<file path="src/rtl/mem_access_sequencer_if.sv">
// RAM-side bus of the memory access sequencer: registered address, write
// data and write strobe toward a 16x4 synchronous RAM, read data back.
interface mem_access_sequencer_if #(
  parameter int ADDR_W = 4,
  parameter int DATA_W = 4
);
  logic [ADDR_W-1:0] mem_addr;
  logic [DATA_W-1:0] mem_wdata;
  logic              mem_we;
  logic [DATA_W-1:0] mem_rdata;

  modport master (output mem_addr, output mem_wdata, output mem_we, input mem_rdata);
  modport slave  (input mem_addr, input mem_wdata, input mem_we, output mem_rdata);
endinterface

</file>
<file path="src/rtl/mem_access_sequencer.sv">
// Keypad/timer driven RAM sequencer: two-key write session with timeout and
// read-back, or a timed wrapping scan of the RAM shown on the display.
module mem_access_sequencer #(
  parameter int ADDR_W        = 4,
  parameter int DATA_W        = 4,
  parameter int SCAN_TICKS    = 4,
  parameter int TIMEOUT_TICKS = 8
) (
  input  logic                  clock,
  input  logic                  reset,
  input  logic                  dav,
  input  logic [3:0]            DataIn,
  input  logic                  TimerTrigger,
  input  logic                  mode,
  mem_access_sequencer_if.master mem,
  output logic [ADDR_W-1:0]     disp_addr,
  output logic [DATA_W-1:0]     disp_data,
  output logic                  disp_valid,
  output logic                  busy,
  output logic                  err,
  output logic [2:0]            state_dbg
);

  localparam int MAXT  = (SCAN_TICKS > TIMEOUT_TICKS) ? SCAN_TICKS : TIMEOUT_TICKS;
  localparam int CNT_W = $clog2(MAXT + 1);
  localparam logic [CNT_W-1:0] CNT_MAX   = {CNT_W{1'b1}};
  localparam logic [CNT_W-1:0] TMO_LAST  = CNT_W'(TIMEOUT_TICKS - 1);
  localparam logic [CNT_W-1:0] SCAN_LAST = CNT_W'(SCAN_TICKS - 1);

  typedef enum logic [2:0] {
    IDLE     = 3'd0,
    W_DATA   = 3'd1,
    W_COMMIT = 3'd2,
    R_ISSUE  = 3'd3,
    R_LATCH  = 3'd4,
    R_HOLD   = 3'd5
  } state_t;

  logic              dav_s1_q, dav_s2_q, dav_s3_q;
  logic [3:0]        key_q;
  logic              key_evt;

  state_t            state_q, state_d;
  logic [ADDR_W-1:0] addr_q, addr_d;
  logic              scan_q, scan_d;
  logic [CNT_W-1:0]  cnt_q, cnt_d;
  logic [ADDR_W-1:0] mem_addr_q, mem_addr_d;
  logic [DATA_W-1:0] mem_wdata_q, mem_wdata_d;
  logic              mem_we_q, mem_we_d;
  logic [ADDR_W-1:0] disp_addr_q, disp_addr_d;
  logic [DATA_W-1:0] disp_data_q, disp_data_d;
  logic              disp_valid_q, disp_valid_d;
  logic              err_q, err_d;

  // dav is asynchronous: two-flop synchronizer plus an edge flop; the key
  // code is captured alongside sync2 so it lines up with key_evt.
  always_ff @(posedge clock) begin
    if (!reset) begin
      dav_s1_q <= 1'b0;
      dav_s2_q <= 1'b0;
      dav_s3_q <= 1'b0;
      key_q    <= '0;
    end else begin
      dav_s1_q <= dav;
      dav_s2_q <= dav_s1_q;
      dav_s3_q <= dav_s2_q;
      key_q    <= DataIn;
    end
  end

  assign key_evt = dav_s2_q & ~dav_s3_q;

  // State and all output registers; reset also kills an in-flight write strobe.
  always_ff @(posedge clock) begin
    if (!reset) begin
      state_q      <= IDLE;
      addr_q       <= '0;
      scan_q       <= 1'b0;
      cnt_q        <= '0;
      mem_addr_q   <= '0;
      mem_wdata_q  <= '0;
      mem_we_q     <= 1'b0;
      disp_addr_q  <= '0;
      disp_data_q  <= '0;
      disp_valid_q <= 1'b0;
      err_q        <= 1'b0;
    end else begin
      state_q      <= state_d;
      addr_q       <= addr_d;
      scan_q       <= scan_d;
      cnt_q        <= cnt_d;
      mem_addr_q   <= mem_addr_d;
      mem_wdata_q  <= mem_wdata_d;
      mem_we_q     <= mem_we_d;
      disp_addr_q  <= disp_addr_d;
      disp_data_q  <= disp_data_d;
      disp_valid_q <= disp_valid_d;
      err_q        <= err_d;
    end
  end

  // Next-state and next-output decode. mem_addr is loaded on entry to
  // W_COMMIT/R_ISSUE so it is already stable during those cycles. A key
  // event always takes priority over a coincident timer tick.
  always_comb begin
    state_d      = state_q;
    addr_d       = addr_q;
    scan_d       = scan_q;
    cnt_d        = cnt_q;
    mem_addr_d   = mem_addr_q;
    mem_wdata_d  = mem_wdata_q;
    mem_we_d     = 1'b0;
    disp_addr_d  = disp_addr_q;
    disp_data_d  = disp_data_q;
    disp_valid_d = disp_valid_q;
    err_d        = 1'b0;
    case (state_q)
      IDLE: begin
        if (key_evt) begin
          addr_d = ADDR_W'(key_q);
          if (!mode) begin
            state_d = W_DATA;
            cnt_d   = '0;
          end else begin
            state_d    = R_ISSUE;
            scan_d     = 1'b1;
            mem_addr_d = ADDR_W'(key_q);
          end
        end
      end
      W_DATA: begin
        if (key_evt) begin
          state_d     = W_COMMIT;
          mem_we_d    = 1'b1;
          mem_addr_d  = addr_q;
          mem_wdata_d = DATA_W'(key_q);
        end else if (TimerTrigger) begin
          if (cnt_q == TMO_LAST) begin
            state_d = IDLE;
            err_d   = 1'b1;
          end else if (cnt_q != CNT_MAX) begin
            cnt_d = cnt_q + 1'b1;
          end
        end
      end
      W_COMMIT: begin
        state_d = R_ISSUE;
        scan_d  = 1'b0;
      end
      R_ISSUE: state_d = R_LATCH;
      R_LATCH: begin
        disp_addr_d  = addr_q;
        disp_data_d  = mem.mem_rdata;
        disp_valid_d = 1'b1;
        if (scan_q) begin
          state_d = R_HOLD;
          cnt_d   = '0;
        end else begin
          state_d = IDLE;
        end
      end
      R_HOLD: begin
        if (key_evt) begin
          state_d = IDLE;
        end else if (TimerTrigger) begin
          if (cnt_q == SCAN_LAST) begin
            addr_d     = addr_q + 1'b1;
            mem_addr_d = addr_q + 1'b1;
            state_d    = R_ISSUE;
          end else if (cnt_q != CNT_MAX) begin
            cnt_d = cnt_q + 1'b1;
          end
        end
      end
      default: state_d = IDLE;
    endcase
  end

  assign mem.mem_addr  = mem_addr_q;
  assign mem.mem_wdata = mem_wdata_q;
  assign mem.mem_we    = mem_we_q;
  assign disp_addr     = disp_addr_q;
  assign disp_data     = disp_data_q;
  assign disp_valid    = disp_valid_q;
  assign busy          = (state_q != IDLE);
  assign err           = err_q;
  assign state_dbg     = state_q;

endmodule

</file>
<file path="src/flat_wrapper.sv">
// flat-port wrapper written by rule: the top's interface ports become plain ports
module mem_access_sequencer_flat 
#(
  parameter int ADDR_W        = 4,
  parameter int DATA_W        = 4,
  parameter int SCAN_TICKS    = 4,
  parameter int TIMEOUT_TICKS = 8
)
  (clock, reset, dav, DataIn, TimerTrigger, mode, disp_addr, disp_data, disp_valid, busy, err, state_dbg, mem_mem_addr, mem_mem_wdata, mem_mem_we, mem_mem_rdata);
  mem_access_sequencer_if #(.ADDR_W(ADDR_W), .DATA_W(DATA_W)) mem_i ();
  input  logic clock;
  input  logic reset;
  input  logic dav;
  input  logic [3:0] DataIn;
  input  logic TimerTrigger;
  input  logic mode;
  output logic [ADDR_W-1:0] disp_addr;
  output logic [DATA_W-1:0] disp_data;
  output logic disp_valid;
  output logic busy;
  output logic err;
  output logic [2:0] state_dbg;
  output wire logic [$bits(mem_i.mem_addr)-1:0] mem_mem_addr;
  output wire logic [$bits(mem_i.mem_wdata)-1:0] mem_mem_wdata;
  output wire logic [$bits(mem_i.mem_we)-1:0] mem_mem_we;
  input wire logic [$bits(mem_i.mem_rdata)-1:0] mem_mem_rdata;
  assign mem_mem_addr = mem_i.mem_addr;
  assign mem_mem_wdata = mem_i.mem_wdata;
  assign mem_mem_we = mem_i.mem_we;
  assign mem_i.mem_rdata = mem_mem_rdata;
  mem_access_sequencer #(.ADDR_W(ADDR_W), .DATA_W(DATA_W), .SCAN_TICKS(SCAN_TICKS), .TIMEOUT_TICKS(TIMEOUT_TICKS)) u_core (.clock(clock), .reset(reset), .dav(dav), .DataIn(DataIn), .TimerTrigger(TimerTrigger), .mode(mode), .mem(mem_i), .disp_addr(disp_addr), .disp_data(disp_data), .disp_valid(disp_valid), .busy(busy), .err(err), .state_dbg(state_dbg));
endmodule
</file>
<file path="config.mk">
export PLATFORM = sky130hd
export DESIGN_NAME = mem_access_sequencer_flat
export DESIGN_NICKNAME = d
export VERILOG_FILES = /design/src/rtl/mem_access_sequencer_if.sv /design/src/rtl/mem_access_sequencer.sv /design/src/flat_wrapper.sv
export SDC_FILE = /design/constraint.sdc
export NUM_CORES = 1
export LEC_CHECK = 0
export CORE_UTILIZATION = 40
export CTS_CLUSTER_DIAMETER = 200
export CTS_CLUSTER_SIZE = 14
export DETAILED_ROUTE_END_ITERATION = 12
export PLACE_DENSITY = 0.75
export SETUP_SLACK_MARGIN = 0.15
export SYNTH_ARGS = -nofsm -noshare
export SYNTH_HDL_FRONTEND = slang
export SYNTH_SLANG_ARGS = --single-unit
</file>
<file path="constraint.sdc">
create_clock -name clock -period 2.8 [get_ports clock]
set_input_delay 0.42 -clock clock [delete_from_list [all_inputs] [get_ports clock]]
set_output_delay 0.42 -clock clock [all_outputs]
set_load 0.005 [all_outputs]
</file>
==> results.toml <==
[status]
status = "finished clean"

[sta]
period_minus_slack_ns = 2.41
worst_pin_slew_ns = 0.674
slew_violations = 0
finalClockSkew_ns = 0.00529
setup_tns_ns = 0
post-route-period-util_pct = 86.1
hold_violations = 0
fmaxAchievable_mhz = 415
finalSetupViolations = 0
slew_headroom_pct = 54.7
rsz0062_at_grt = "false"

[synth]
synthesis.area_um2 = 1790
ys_seq_elements = 38
ys_seq_area_share_pct = 42.5
async_flop_share_pct = 0
syn_inst = 212
yosysUniqueCellTypes = 50
syn-mean-instance-area_um2 = 8.45
yosys.area.top_type = "dfxtp_1"
ys.flop_type = "dfxtp_1"
yosys-top-cells-area = "dfxtp_1 (42%), nand2_1 (6.1%), a21oi_1 (4.5%)"
syn-num-nets = 227
yosysWarnings = 0
synth_edf_count = 0
yosys.area.top_type_share_pct = 42.5

[global_routing]
antenna_found_initial = 0
overflow = 0
grt_usage_pct = 18.0
grt_pass1_wl_mm = 6.20
grt_pass1_vias = 1371
grt_start_max_net_pins = 16

[floorplan]
num_rows = 23
die_h_um = 68.9
initial_utilization_pct = 43.2
io_pins = 36
die-width_um = 68.9
fp.dieArea_um2 = 4750
core_region_area_um2 = 4140

[clock_tree]
cts.htree.levels = 2
cts_hold_buf = 0
cts_made_buffers = 5
clkLatencyLatePin_ns = 0.29
cts_root_buf = "clkbuf_8"
clkTransAtPathRegs_ns = 0.07
tritoncts = "done"
clock-sinks = 38
cts.repair.resized = 0
cts_setup_buffers = 0
clk_path_buf_depth = 2

[pwr]
comb_power_share_pct = 11.4
vdd_drop_max_mv = 0.364
seqPwrFrac_pct = 49.3
power.switching_uw = 272
p_per_area_nw_per_um2 = 501
p_clk_share_pct = 39.3
power_leakage_uw = 0.000836
switching_share_pct = 23.6
p_int_uw = 880

[worst_setup_path]
crit_chain = "or2b_1 -> nor4_1 -> or3_1 -> or4_4 -> o41ai_1"
path_class = "flop to flop"
startpoint_type = "flop"
max_stage_delay_ns = 0.54
cp-end-kind = "flop"
worstPathMaxFanout = 13
cp.required_ns = 2.99
cp.arrival_ns = 2.60
cp_slowest_cell = "dfxtp_1"
r2r.worst_path.cells = 5

[layout]
seq_area_um2 = 761
final_area_um2 = 2300
fin_util_pct = 55.5
multi_input_area_um2 = 956
final_cell_mix = "dfxtp_1 (38), clkdlybuf4s50_1 (35), nand2_1 (29), nor2_1 (19), a21oi_1 (16)"
area_growth_pct = 28.3
final_common_cell = "dfxtp_1"
drive_above_1_share_pct = 6.40
n_antenna_cell = 0
nFillCells = 402
nNetsFinal = 264

[detailed_routing]
first_pass_iters = 4
drt-total-wl_mm = 3.84
via_per_inst = 5.42
drc = 0
ant_nets = 0
drt-initial-drc-count = 140
wl_per_cell_um = 12.8
via_count = 1626

[place]
placed_area_um2 = 2190
gp_congestion = 0.855
portBuffers = 35
dp_hpwl_mm = 2.69

[worst_hold_path]
min_path_type = "flop to flop"
hold_depth = 1

[run]
drv_cap = 0
-- registers in the layout, indices dropped and copies added (netlist names), 3 cells and up --
signal                count
u_core.addr_q             4
u_core.cnt_q              4
u_core.disp_addr          4
u_core.disp_data          4
u_core.key_q              4
u_core.mem.mem_addr       4
u_core.mem.mem_wdata      4
u_core.state_dbg          3
-- synth_stat cells, drive strengths merged (2+ instances only) --
library cell / number
a311oi: 2
clkbuf: 5
nor2b: 4
ha: 2
nand3: 5
and2: 12
buf: 6
nor3: 3
xor2: 2
nand3b: 2
inv: 3
a31oi: 2
or4: 2
or3: 2
o31ai: 2
nor2: 19
o41ai: 4
mux2i: 8
nand2: 29
o21ai: 11
dfxtp: 38
nand2b: 6
o22ai: 2
nor4b: 3
nor3b: 2
a21oi: 16
a211oi: 2
-- final cells by class --
type / count / share of cell area (%)
inverters: 4 / 0.653
multi-input cells: 159 / 41.6
repair buffers: 41 / 17.2
flip-flops and latches: 38 / 33.1
well taps: 50 / 2.72
clock buffers: 5 / 2.99
clock inverters: 3 / 1.74
-- power by group through the flow --
stage	clock, uW	sequential [uW]	combinational [uW]
global route	485	570	147
global placement	0	580	129
finish	452	568	132
detailed placement	0	580	130
CTS	466	567	131
floorplan	0	576	81.0
-- per-stage QoR --
stage	setup slack (ns)	instances	total power [uW]	hold slack, ns
after global placement	0.433	292	709	0.425
after floorplan	0.708	212	657	0.412
after detailed placement	0.378	292	710	0.431
final	0.390	300	1150	0.442
after CTS	0.390	300	1160	0.448
after global routing	0.253	300	1200	0.462
-- kinds of logic after synthesis --
kind of cell,after synthesis,share of synthesized area [%]
buffers and inverters,15,4.19
xor gates and xnor gates,3,1.47
muxes,8,4.47
DFF,38,42.5
AOI/OAI and AO/OA,50,17.8
adders and majority gates,2,1.40
and+or+nand+nor,96,28.2
-- path summary, 6_finish.rpt --
path | startpoint | slack, ns | endpoint
hold / removal | u_core.dav_s1_q | 0.44 | u_core.dav_s2_q
hold reg to reg | u_core.dav_s1_q | 0.44 | u_core.dav_s2_q
setup reg to reg | u_core.state_dbg[1] | 0.39 | u_core.cnt_q[3]
setup / recovery | u_core.state_dbg[1] | 0.39 | u_core.cnt_q[3]
-- worst max-delay path: cells and delay by family, from the launching register on --
family / cells / cell delay (ns)
simple gates: 4 / 1.47
compound gates: 1 / 0.30
flops: 1 / 0.54
-- metal layers --
| layer | vias to the layer above | track usage [%] | wire length, um |
|---|---|---|---|
| met5 | - | 0 | 0 |
| met4 | 0 | 8.93 | 65 |
| met3 | 6 | 4.61 | 286 |
| met2 | 61 | 27.7 | 1660 |
| met1 | 729 | 23.1 | 1820 |
| li1 | 830 | - | - |
(Power assumes the default switching activity.)
